## src/rtl/imem_loader.sv

```systemverilog
// Runtime instruction-memory programmer: assembles a checksummed big-endian byte
// stream into a DEPTH-word store and holds the CPU until a verified program is present.
module imem_loader #(
    parameter int DEPTH  = 32,
    parameter int ADDR_W = 5
) (
    input  logic              clk,
    input  logic              reset,
    input  logic              start,
    input  logic              byte_valid,
    input  logic [7:0]        byte_data,
    output logic              byte_ready,
    input  logic [ADDR_W-1:0] fetch_addr,
    output logic [31:0]       fetch_instr,
    output logic              cpu_hold,
    output logic [ADDR_W:0]   words_loaded,
    output logic              load_done,
    output logic              err
);

    localparam logic [2:0] S_IDLE  = 3'd0;
    localparam logic [2:0] S_COUNT = 3'd1;
    localparam logic [2:0] S_DATA  = 3'd2;
    localparam logic [2:0] S_CHECK = 3'd3;
    localparam logic [2:0] S_RUN   = 3'd4;
    localparam logic [2:0] S_ERROR = 3'd5;

    localparam logic [31:0] NOP = 32'hD503201F;

    logic [2:0]        r_state;
    logic [ADDR_W:0]   r_n;
    logic [ADDR_W:0]   r_words;
    logic [23:0]       r_asm;     // the three most recent payload bytes of the current word
    logic [7:0]        r_acc;
    logic [1:0]        r_bcnt;
    logic              r_load_done;
    logic [31:0]       r_mem [0:DEPTH-1];

    logic              w_accept;
    logic              w_hdr_bad;
    logic              w_word_done;
    logic [31:0]       w_word;
    logic [ADDR_W:0]   w_words_next;

    assign byte_ready   = (r_state == S_COUNT) || (r_state == S_DATA) || (r_state == S_CHECK);
    assign cpu_hold     = (r_state != S_RUN);
    assign err          = (r_state == S_ERROR);
    assign load_done    = r_load_done;
    assign words_loaded = r_words;

    assign w_accept     = byte_valid && byte_ready;
    assign w_hdr_bad    = (byte_data == 8'd0) || ({24'd0, byte_data} > 32'(DEPTH));
    assign w_word       = {r_asm, byte_data};
    assign w_words_next = r_words + (ADDR_W+1)'(1);
    // start wins over a byte arriving on the same edge, so the write is gated too
    assign w_word_done  = !start && w_accept && (r_state == S_DATA) && (r_bcnt == 2'd3);

    always_ff @(posedge clk or negedge reset) begin
        if (!reset) begin
            r_state     <= S_IDLE;
            r_n         <= '0;
            r_words     <= '0;
            r_asm       <= '0;
            r_acc       <= '0;
            r_bcnt      <= '0;
            r_load_done <= 1'b0;
        end else begin
            r_load_done <= 1'b0;
            if (start) begin
                r_state <= S_COUNT;
                r_words <= '0;
                r_asm   <= '0;
                r_acc   <= '0;
                r_bcnt  <= '0;
            end else if (w_accept) begin
                case (r_state)
                    S_COUNT: begin
                        if (w_hdr_bad) begin
                            r_state <= S_ERROR;
                        end else begin
                            r_n     <= (ADDR_W+1)'(byte_data);
                            r_state <= S_DATA;
                        end
                    end
                    S_DATA: begin
                        r_asm  <= w_word[23:0];
                        r_acc  <= r_acc ^ byte_data;
                        r_bcnt <= r_bcnt + 2'd1;
                        if (r_bcnt == 2'd3) begin
                            r_words <= w_words_next;
                            if (w_words_next == r_n) r_state <= S_CHECK;
                        end
                    end
                    S_CHECK: begin
                        if (byte_data == r_acc) begin
                            r_state     <= S_RUN;
                            r_load_done <= 1'b1;
                        end else begin
                            r_state <= S_ERROR;
                        end
                    end
                    default: ;
                endcase
            end
        end
    end

    // NOTE: the store is built from flops so reset can clear every word at once;
    // a RAM macro could not honour the asynchronous clear.
    always_ff @(posedge clk or negedge reset) begin
        if (!reset) begin
            for (int i = 0; i < DEPTH; i++) r_mem[i] <= '0;
        end else if (w_word_done) begin
            r_mem[r_words[ADDR_W-1:0]] <= w_word;
        end
    end

    always_comb begin
        fetch_instr = NOP;
        if ((32'(fetch_addr) < 32'(DEPTH)) &&
            !((r_state == S_RUN) && ({1'b0, fetch_addr} >= r_n)))
            fetch_instr = r_mem[fetch_addr];
    end

endmodule

```

## config.mk

```make
export PLATFORM = sky130hd
export DESIGN_NAME = imem_loader
export DESIGN_NICKNAME = d
export VERILOG_FILES = /design/src/rtl/imem_loader.sv
export SDC_FILE = /design/constraint.sdc
export NUM_CORES = 1
export LEC_CHECK = 0
export BUFFER_PORTS_ARGS = -buffer_cell sky130_fd_sc_hd__buf_2
export CORE_ASPECT_RATIO = 1.1
export CORE_MARGIN = 2
export CORE_UTILIZATION = 65
export CTS_CLUSTER_DIAMETER = 100
export DETAILED_ROUTE_END_ITERATION = 16
export PLACE_DENSITY = 0.9
export SLEW_MARGIN = 20
export SYNTH_ARGS = -nofsm -noshare
export SYNTH_HDL_FRONTEND = slang
export SYNTH_SLANG_ARGS = --single-unit
export TNS_END_PERCENT = 50
```

## constraint.sdc

```tcl
create_clock -name clk -period 3.6 [get_ports clk]
set_clock_uncertainty 0.05 [all_clocks]
set_input_delay 0.18 -clock clk [delete_from_list [all_inputs] [get_ports clk]]
set_output_delay 0.18 -clock clk [all_outputs]
set_load 0.02 [all_outputs]
```

# [After elaboration in Yosys (flattened, before gate mapping)]
# Index checks and enable logic that the tools add are counted.
[word_totals] regBits=1074 latch_bits=0 ramBits=0 romBits=0 output_inout_bits=42 mem_count=0
[op_classes] n_addsub=2 n_mul=0 div_mod_pow=0 order_cmp=5 eq_ne=11 shifts=0 mux=31 bitwise=5 n_reduce_logical=19
[ops] cell="$bwmux 1024" count=1
[ops] cell="$bmux 32 s5" count=1
[ops] cell="$demux 32 s5" count=1
[ops] cell="$mux 32" count=4
[ops] cell="$mux 24" count=3
[ops] cell="$mux 6" count=4
[ops] cell="$mux 8" count=3
[ops] cell="$mux 3" count=5
[ops] cell="$ge 6x6->1 const B" count=2
[ops] cell="$not 5->6" count=2
[ops] cell="$pmux 3 s3" count=1
[ops] cell="$eq 8x8->1" count=1
[ops] cell="$gt 8x6->1 const B" count=1
[ops] cell="$logic_not 8->1" count=1
[ops] cell="$reduce_and 4->1" count=2
[ops] cell="$xor 8x8->8" count=1
[ops] cell="$add 6x1->6 const B" count=1
[ops] cell="$eq 3x2->1 const B" count=2
[ops] cell="$eq 3x3->1 const B" count=2
[ops] cell="$eq 6x6->1" count=1
[ops] cell="$ge 5x6->1" count=1
[ops] cell="$logic_and 1x1->1" count=6
[ops] cell="$lt 6x1->1 const B" count=1
[ops] cell="$mux 2" count=3
[ops] cell="13 further kinds" count=23

# [Depth between registers and ports, before layout]
# Gate-level depths: netlist of the first run.
[depth] word_depth=7 mapped_depth=11 depth_no_buf=7

# [Worst setup path after synthesis of the first run]
# No wires, ideal clock.
[synth_path] path_kind="input to output" startpoint="input fetch_addr[0]" endpoint="output fetch_instr[10]" arrival_ps=2202 t_required_ps=3370 path_slack_ps=1168 cell_stages=11 n_path_buf=4 path_cell_list="buf_4 > buf_6 > buf_4 > inv_1 > ha_1 > nand2b_1 > a21oi_1 > o21a_1 > o21ai_4 > buf_6 > o22ai_1"
[synth_via] elab_chain_cells=5 word_cells_on_any_way=7 cone_classes="order compare (1); mux (4); bitwise (1); reduce/logical (1)"
[synth_rtl] item="start: declaration" line_no="13" rtl="input logic [ADDR_W-1:0] fetch_addr,"
[synth_rtl] item="$not 5->6 (not written as such)" line_no="122" rtl="fetch_instr = r_mem[fetch_addr];"
[synth_rtl] item="$bmux 32 s5" line_no="122"
[synth_rtl] item="$mux 32 (not written as such) (2 in series)" line_no="122"
[synth_rtl] item="$mux 32 *" line_no="120" rtl="if ((32'(fetch_addr) < 32'(DEPTH)) &&"
[synth_rtl] item="end: declaration" line_no="14" rtl="output logic [31:0] fetch_instr,"
# Mark *: on every way between the ends. The rest lies on a longest branch, timed or not. The select of a mux whose other input is x is not followed.

# [Worst setup path in the final report of the first run]
[layout_path] startpoint="register r_state[2]" endpoint="output fetch_instr[26]"
[layout_via] elab_chain_cells=3
[layout_rtl] item="start: declaration" line_no="30" rtl="logic [2:0] r_state;"
[layout_rtl] item="start signal: assignment" line_no="60" rtl="r_state <= S_IDLE;"
[layout_rtl] item="start signal: assignment" line_no="70" rtl="r_state <= S_COUNT;"
[layout_rtl] item="start signal: assignment" line_no="79" rtl="r_state <= S_ERROR;"
[layout_rtl] item="$eq 3x3->1" line_no="121" rtl="!((r_state == S_RUN) && ({1'b0, fetch_addr} >= r_n)))"
[layout_rtl] item="$logic_and 1x1->1" line_no="121"
[layout_rtl] item="$mux 32" line_no="120"
# No other way between the ends.

==> results.toml, run 1 <==
[clocking]
cts_resized = 0
cts-htree-levels = 3
insertion_delay_ns = 0.68
clk_pin_slew_worst_paths_ns = 0.07
clock-sinks = 1074
clockBufferDepth = 3
cts-buffers-inserted = 99
cts_root_buffer = "clkbuf_16"
tritoncts = "yes"

[sta]
rsz0062_at_grt = "no"
hold_violations = 0
worstMarginPinSlew_ns = 1.11
setup_viol = 0
timing.fmax_ghz = 0.295
min_period_ns = 3.39
tns_ns = 0
slew-limit-headroom = 0.259
drv_slew = 0
postLayoutSetupSlackWorst_ns = 0.207
period_share = 0.942

[final_layout]
area_delta_synth_final_pct = 9.64
num_antenna_cells = 0
fin_util = 0.719
fin_nets = 3082
final_cell_mix = "1067 x dfrtp_1, 852 x mux2_2, 248 x mux4_2"
drive_above_1_share = 0.479
final_common_cell = "dfrtp_1"

[synth]
synth_compound_area_frac = 0.0336
netlist_area_sq_mm = 0.0489
yosysWarnings = 0
synth-adder-area-share = 0.00256
post_synth_and_or_nand_nor_area_fraction = 0.0184
ys_seq_area_frac = 0.550
synth_xor_area_frac = 0.00538
synth_mux_area_frac = 0.356
syn_avg_cell_area_sq_um = 15.9
synth-edff-count = 0
synth_cell_type_count = 55
syn_inst = 3083
ys_ff_latch = 1074
synth_top_family_by_area = "multiplexers"
async_reset_ff_frac = 1.00
synthFlopType = "dfrtp_1"
syn-num-nets = 3110

[power_and_ir_drop]
irDropWorstVdd_mv = 0.609
leakagePower_nw = 26.7
power_density_mw_per_mm2 = 454

[run]
drv_cap = 0

[setup_path]
cp-start-kind = "register"
path_class = "reg -> out"
required_ns = 3.37
end_kind = "output port"
cp.arrival_ns = 3.16
worst-path-max-fanout = 9

[floorplan]
die-area_sq_mm = 0.0774
start_util = 0.656
die_w_um = 265
core-area_sq_mm = 0.0745
rows = 105
die_y_um = 292
io_pins = 59

[routing]
drtIter0Drc = 3127
dr_total_vias = 29700
wire_per_inst_um = 32.0
wl_mm = 131
ant_nets = 0
viasPerCell = 7.24
drcViolationCount = 0
dr.pass1.iters = 5

[global_routing]
grt_max_degree = 99
gr-total-overflow = 0
grt_pass1_wl_mm = 200
grtUsageTotal = 0.346
antenna_found_initial = 2
grt_pass1_vias = 32300

[status]
outcome = "complete, no violations"

[place]
post-dp-hpwl_mm = 74.0
place.port_buffers = 58
place_congestion = 0.852
dp_slack_ns = 0.468

[min_path]
min_path_type = "in -> reg"
==> critical path, cell delays in order, from the launching register on <==
cell     delay, ns
dfrtp_1       0.50
or3b_1        0.42
nor3_2        0.24
o31a_1        0.27
a21oi_1       0.15
buf_4         0.23
a22oi_1       0.41
buf_2         0.25
==> metrics by stage <==
stage / instance area [sq um] / hold slack [ns] / std cells / total power, mW
floorplan: 48900 / -0.166 / 3083 / 12.8
global placement: 50000 / 0.271 / 3907 / 13.3
detailed placement: 50000 / 0.275 / 3907 / 13.3
CTS: 53500 / 0.0374 / 4092 / 24.3
global route: 53600 / 0.116 / 4099 / 24.9
finish: 53600 / 0.0730 / 4099 / 24.3
==> state kept, by name, indices dropped and copies added, names as in the netlist <==
signal and count:
r_mem 1024, r_asm 24, r_acc 8, r_n 6
words_loaded 6, r_state 3, r_bcnt 2, load_done 1
==> worst paths after layout <==
kind	from	to	slack (ns)	cells past startpoint
setup reg to reg	r_state[2]$_DFFE_PN0P_	r_mem[249]$_DFFE_PN0P_	0.57	5
max in group asynchronous	reset	r_mem[875]$_DFFE_PN0P_	2.12	4
setup / recovery	r_state[2]$_DFFE_PN0P_	fetch_instr[26]	0.21	7
hold / removal	byte_data[3]	r_asm[3]$_DFFE_PN0P_	0.07	3
hold reg to reg	r_mem[692]$_DFFE_PN0P_	r_mem[692]$_DFFE_PN0P_	0.43	1
min in group asynchronous	reset	r_mem[920]$_DFFE_PN0P_	0.10	2
==> synthesized netlist by cell type (all sizes together), types with 2 or more instances <==
library cell / number / share of area
a21oi: 31 / 0.0032
a221oi: 64 / 0.012
a22o: 64 / 0.011
a22oi: 13 / 0.0020
and2: 6 / 0.00077
and3: 3 / 0.00038
and3b: 4 / 0.00072
buf: 172 / 0.023
clkbuf: 136 / 0.010
dfrtp: 1074 / 0.55
ha: 10 / 0.0026
inv: 10 / 0.00077
mux2: 1030 / 0.24
mux4: 256 / 0.12
nand2: 90 / 0.0096
nand2b: 2 / 0.00026
nand3: 4 / 0.00041
nor2: 27 / 0.0021
nor2b: 5 / 0.00064
nor3: 5 / 0.00072
nor3b: 4 / 0.0010
nor4: 3 / 0.00038
o21ai: 4 / 0.00095
o21bai: 2 / 0.00031
o22ai: 19 / 0.0024
xnor2: 11 / 0.0020
xor2: 19 / 0.0034
==> layer usage <==
metal	up-vias	GRT usage	part of all wire
li1	11400	-	-
met1	15700	0.446	0.36
met2	1957	0.546	0.48
met3	577	0.0871	0.11
met4	2	0.188	0.060
met5	-	0	0.000091
==> report_power, final <==
group | internal [mW] | switching, mW
combinational | 0.284 | 0.696
clock | 6.55 | 4.70
sequential | 12.1 | 0.0287
==> what timing repair did <==
item                       in CTS  in global routing
hold buffers                    3                  0
buffers inserted                0                  6
hold endpoints to repair       77                  0
setup endpoints to repair       0                  4
==> final cells by class <==
| type | instances | area [sq um] |
|---|---|---|
| Fill cell | 3922 | 20900 |
| Multi-Input combinational cell | 1691 | 20400 |
| Clock inverter | 37 | 558 |
| Timing Repair Buffer | 179 | 1610 |
| Inverter | 10 | 37.5 |
| Tap cell | 963 | 1200 |
| Clock buffer | 145 | 2910 |
| Sequential cell | 1074 | 26900 |
==> logic make-up after synthesis <==
logic type                 after synthesis
and+or+nand+nor                        161
buffers and inverters                  318
xor gates and xnor gates                30
AOI/OAI and AO/OA                      204
DFF                                   1074
muxes                                 1286
adders and majority gates               10
Note: power is estimated with default switching activity, not from simulation.
==> run 2, diff against run 1 <==
ABC_CLOCK_PERIOD_IN_PS = 3600   (was unset)
HOLD_SLACK_MARGIN = 0.08   (was unset)
==> run 2 against run 1 <==
Against the previous run:
- maximum frequency rose by 0.20%
- power is essentially flat
- via count rose by 0.24%
- clock-buffer cell count stayed put
- combinational power rose by 0.5%
- sequential share of layout area about the same
- clock power is essentially flat
- first-iteration DRC count rose by 0.35%
- sequential cell count is the same
- critical path depth is the same
- final cell count barely moved
- critical endpoint unchanged
==> results.toml, run 2 (synthesized netlist as in run 1, its figures left out) <==
[final_layout]
drive_above_1_share = 0.478
fin_cells = 4103
fin_area_sq_mm = 0.0536
area_delta_synth_final_pct = 9.72
final_cell_mix = "1067 x dfrtp_1, 852 x mux2_2, 248 x mux4_2"
fin_util = 0.720
largest_reg_flops = 1024
top_register = "r_mem"
num_antenna_cells = 0
final_common_cell = "dfrtp_1"
fin_nets = 3086
reg.largest.list = "r_mem x1024, r_asm x24, r_acc x8"

[setup_path]
rr_worst_depth = 5
required_ns = 3.37
reg2reg_from = "r_state[2]$_DFFE_PN0P_"
rrSetupSlack_ns = 0.57
worst-path-max-fanout = 9
cp-start-kind = "register"
end_kind = "output port"
path_class = "reg -> out"
r2r_end = "r_mem[249]$_DFFE_PN0P_"
cp.arrival_ns = 3.16

[routing]
drtIter0Drc = 3138
dr_total_vias = 29700
dr.pass1.iters = 5
wire_per_inst_um = 32.0
ant_nets = 0
viasPerCell = 7.25
drcViolationCount = 0
wl_mm = 131

[min_path]
hold_start = "start"
min_path_type = "in -> reg"
hold_end = "r_state[2]$_DFFE_PN0P_"
hold_path_depth = 3

[global_routing]
grt_pass1_wl_mm = 200
grt_max_degree = 99
gr-total-overflow = 0
grt_pass1_vias = 32400
grtUsageTotal = 0.346
antenna_found_initial = 2

[place]
post-dp-hpwl_mm = 74.0
placed_cells = 3907
place.port_buffers = 58
dpl_cell_area_sq_mm = 0.0500
dp_slack_ns = 0.468
place_congestion = 0.852

[sta]
hold_violations = 0
rsz0062_at_grt = "no"
setup_viol = 0
timing.fmax_ghz = 0.295
min_period_ns = 3.39
slew-limit-headroom = 0.266
whs_ns = 0.103
drv_slew = 0
postLayoutSetupSlackWorst_ns = 0.214
worstMarginPinSlew_ns = 1.10
period_share = 0.941
tns_ns = 0

[clocking]
insertion_delay_ns = 0.69
cts-htree-levels = 3
clock-sinks = 1074
cts_root_buffer = "clkbuf_16"
clk_pin_slew_worst_paths_ns = 0.06
tritoncts = "yes"
cts-buffers-inserted = 99
clockBufferDepth = 3

[run]
drv_cap = 0

[floorplan]
core-area_sq_mm = 0.0745
start_util = 0.656
rows = 105
die_w_um = 265
io_pins = 59
die_y_um = 292
die-area_sq_mm = 0.0774

[status]
outcome = "complete, no violations"

[power_and_ir_drop]
power_density_mw_per_mm2 = 454
irDropWorstVdd_mv = 0.606
p_total_mw = 24.3
leakagePower_nw = 26.7
## run 2: layout make-up
| cell class | count | area [sq um] |
|---|---|---|
| Fill cell | 3913 | 20900 |
| Tap cell | 963 | 1200 |
| Clock buffer | 145 | 2910 |
| Sequential cell | 1074 | 26900 |
| Clock inverter | 37 | 558 |
| Timing Repair Buffer | 183 | 1650 |
| Multi-Input combinational cell | 1691 | 20400 |
| Inverter | 10 | 37.5 |
## run 2: worst max path at each step
| stage | to | slack (ns) | start |
|---|---|---|---|
| after floorplan | fetch_instr[10] | 1.17 | fetch_addr[0] |
| after global placement | fetch_instr[18] | 0.41 | fetch_addr[1] |
| after detailed placement | fetch_instr[18] | 0.47 | fetch_addr[1] |
| after CTS | fetch_instr[11] | 0.01 | r_state[2]$_DFFE_PN0P_ |
| after global routing | fetch_instr[30] | 0.21 | r_state[2]$_DFFE_PN0P_ |
| final | fetch_instr[26] | 0.21 | r_state[2]$_DFFE_PN0P_ |
## run 2: routing by layer
| layer | routed length [um] | track usage |
|---|---|---|
| met5 | 8 | 0 |
| met4 | 8100 | 0.191 |
| met3 | 13100 | 0.0882 |
| met2 | 62800 | 0.545 |
| met1 | 47400 | 0.446 |
## run 2: critical path: stages (launching register included)
cell and delay [ns]:
dfrtp_1 0.50, or3b_1 0.42, nor3_2 0.24, o31a_1 0.27, a21oi_1 0.14, buf_4 0.24
a22oi_1 0.40, buf_2 0.25
## run 2: power breakdown
part / switching (mW) / internal, mW / total [mW]
registers: 0.0279 / 12.1 / 12.1
clock network: 4.69 / 6.55 / 11.2
logic: 0.698 / 0.287 / 0.985
## run 2: timing repair
item,in CTS,in global routing
endpoints found under the setup margin,0,4
hold endpoints to repair,82,0
buffers inserted,0,6
hold buffers,7,0
resized for setup,0,0
==> run 3, diff against run 2 <==
CELL_PAD_IN_SITES_DETAIL_PLACEMENT = 1   (was unset)
CELL_PAD_IN_SITES_GLOBAL_PLACEMENT = 2   (was unset)
CORE_UTILIZATION = 51   (was 65)
PLACE_DENSITY = 0.92   (was 0.9)
==> run 3 against run 2 <==
Against the previous run:
- maximum frequency grew 0.59%
- critical endpoint is now fetch_instr[23]
- non-clock buffer count grew 2
- via count shrank 2.0%
- core utilization shrank 15 points
- final cell count grew 7.8%
- sequential power is essentially flat
- clock-buffer cell count grew 10
- power grew 1.2%
- combinational power grew 5%
- sequential cell count is the same
- global-route usage shrank 4.7 points
- hold slack lost 0.0017 ns
==> results.toml, run 3 (synthesized netlist as in run 1, its figures left out) <==
[setup_path]
end_kind = "output port"
cp.arrival_ns = 3.14
path_class = "in -> out"
required_ns = 3.37
cp-start-kind = "primary input"
cp_slowest_cell = "and2_2"
rrSetupSlack_ns = 0.51
worst-path-max-fanout = 44
slowest_delay_ns = 0.89
r2r_end = "r_mem[263]$_DFFE_PN0P_"
rr_worst_depth = 5
reg2reg_from = "words_loaded[0]$_DFFE_PN0P_"
crit_path_cell_trace = "buf_8 -> buf_12 -> and2_2 -> a22o_1 -> a221oi_1 -> buf_4 -> o22ai_1 -> buf_2"

[floorplan]
die_y_um = 329
io_pins = 59
core-area_sq_mm = 0.0954
start_util = 0.512
rows = 119
die-area_sq_mm = 0.0983
die_w_um = 299

[place]
place.port_buffers = 58
place_congestion = 0.792
post-dp-hpwl_mm = 84.1

[clocking]
cts_root_buffer = "clkbuf_16"
clockBufferDepth = 3
cts-buffers-inserted = 105
tritoncts = "yes"
cts-htree-levels = 3
clk_pin_slew_worst_paths_ns = 0.06
insertion_delay_ns = 0.70
clock-sinks = 1074

[routing]
wire_per_inst_um = 32.7
ant_nets = 0
drtIter0Drc = 2347
wl_mm = 145
dr.pass1.iters = 5
drcViolationCount = 0
dr_total_vias = 29100
viasPerCell = 6.59

[global_routing]
grt_pass1_vias = 33100
grt_max_degree = 111
gr-total-overflow = 0
antenna_found_initial = 1
grtUsageTotal = 0.299
grt_pass1_wl_mm = 219

[final_layout]
final_cell_mix = "1060 x dfrtp_1, 852 x mux2_2, 248 x mux4_2"
drive_above_1_share = 0.486
top_register = "r_mem"
reg.largest.list = "r_mem x1024, r_asm x24, r_acc x8"
final_common_cell = "dfrtp_1"
fin_nets = 3094
largest_reg_flops = 1024
fin_util = 0.570
num_antenna_cells = 0
area_delta_synth_final_pct = 11.2

[sta]
tns_ns = 0
rsz0062_at_grt = "no"
period_share = 0.935
setup_viol = 0
timing.fmax_ghz = 0.297
worstMarginPinSlew_ns = 1.09
hold_violations = 0
min_period_ns = 3.37
drv_slew = 0
slew-limit-headroom = 0.271

[power_and_ir_drop]
p_total_mw = 24.6
irDropWorstVdd_mv = 0.417
leakagePower_nw = 26.9
power_density_mw_per_mm2 = 453

[status]
outcome = "complete, no violations"

[min_path]
min_path_type = "in -> async"

[run]
drv_cap = 0
[run 3: cell count changes in the layout (fill, tap and decap cells not counted), sizes merged]
| cell | previous run | this run |
|---|---|---|
| clkinv | 18 | 25 |
| inv | 15 | 12 |
| bufinv | 13 | 7 |
| clkinvlp | 1 | 5 |
| clkbuf | 145 | 155 |
| buf | 176 | 181 |
| dlygate4sd3 | 7 | 4 |
[run 3: report_power, final]
part	switching [mW]	internal (mW)
Combinational	0.727	0.302
Clock	4.84	6.64
Sequential	0.0256	12.1
[run 3: metrics by stage]
step / std cells / setup slack, ns / hold slack [ns] / area [sq um]
2_1_floorplan: 3083 / 1.17 / -0.166 / 48900
3_3_place_gp: 4211 / 0.211 / 0.226 / 50500
3_5_place_dp: 4211 / 0.155 / 0.238 / 50500
4_1_cts: 4418 / 0.0874 / 0.0901 / 54300
5_1_grt: 4424 / 0.231 / 0.144 / 54400
6_report: 4424 / 0.234 / 0.101 / 54400
[run 3: layout make-up]
| type | instances | area [sq um] |
|---|---|---|
| Timing Repair Buffer | 185 | 1860 |
| Tap cell | 1270 | 1590 |
| Fill cell | 8455 | 41100 |
| Multi-Input combinational cell | 1691 | 20400 |
| Clock buffer | 155 | 3200 |
| Sequential cell | 1074 | 26900 |
| Inverter | 10 | 37.5 |
| Clock inverter | 39 | 398 |
[run 3: repair_timing]
item                       in CTS  in global routing
hold endpoints to repair      263                  0
hold buffers                    4                  0
resized for setup               2                  0
cloned                          0                  0
setup buffers                   9                  5
pin swaps                       2                  2
setup endpoints to repair      28                  1
[run 3: critical path, delay by kind of cell]
kind | cells | cell delay, ns
AND/OR/NAND/NOR | 1 | 0.89
AO/OA/AOI/OAI | 3 | 0.84
buffers and inverters | 4 | 1.13
[run 3: layer usage]
metal  vias to the layer above  wire [um]  GRT usage
met3                       397       9220     0.0548
met5                         -          0          0
met2                      1203      72600      0.503
met4                         0       6880      0.137
met1                     16100      56000      0.379
li1                      11500          -          -
[run 3: worst max path at each step]
stage                       startpoint               to  slack, ns  cells past startpoint
floorplan                fetch_addr[0]  fetch_instr[10]       1.17                     11
global placement         fetch_addr[0]  fetch_instr[31]       0.21                      9
CTS                 r_n[0]$_DFFE_PN0P_  fetch_instr[31]       0.09                      7
global route             fetch_addr[0]  fetch_instr[23]       0.23                      8
finish                   fetch_addr[0]  fetch_instr[23]       0.23                      8
detailed placement       fetch_addr[0]  fetch_instr[31]       0.15                      9
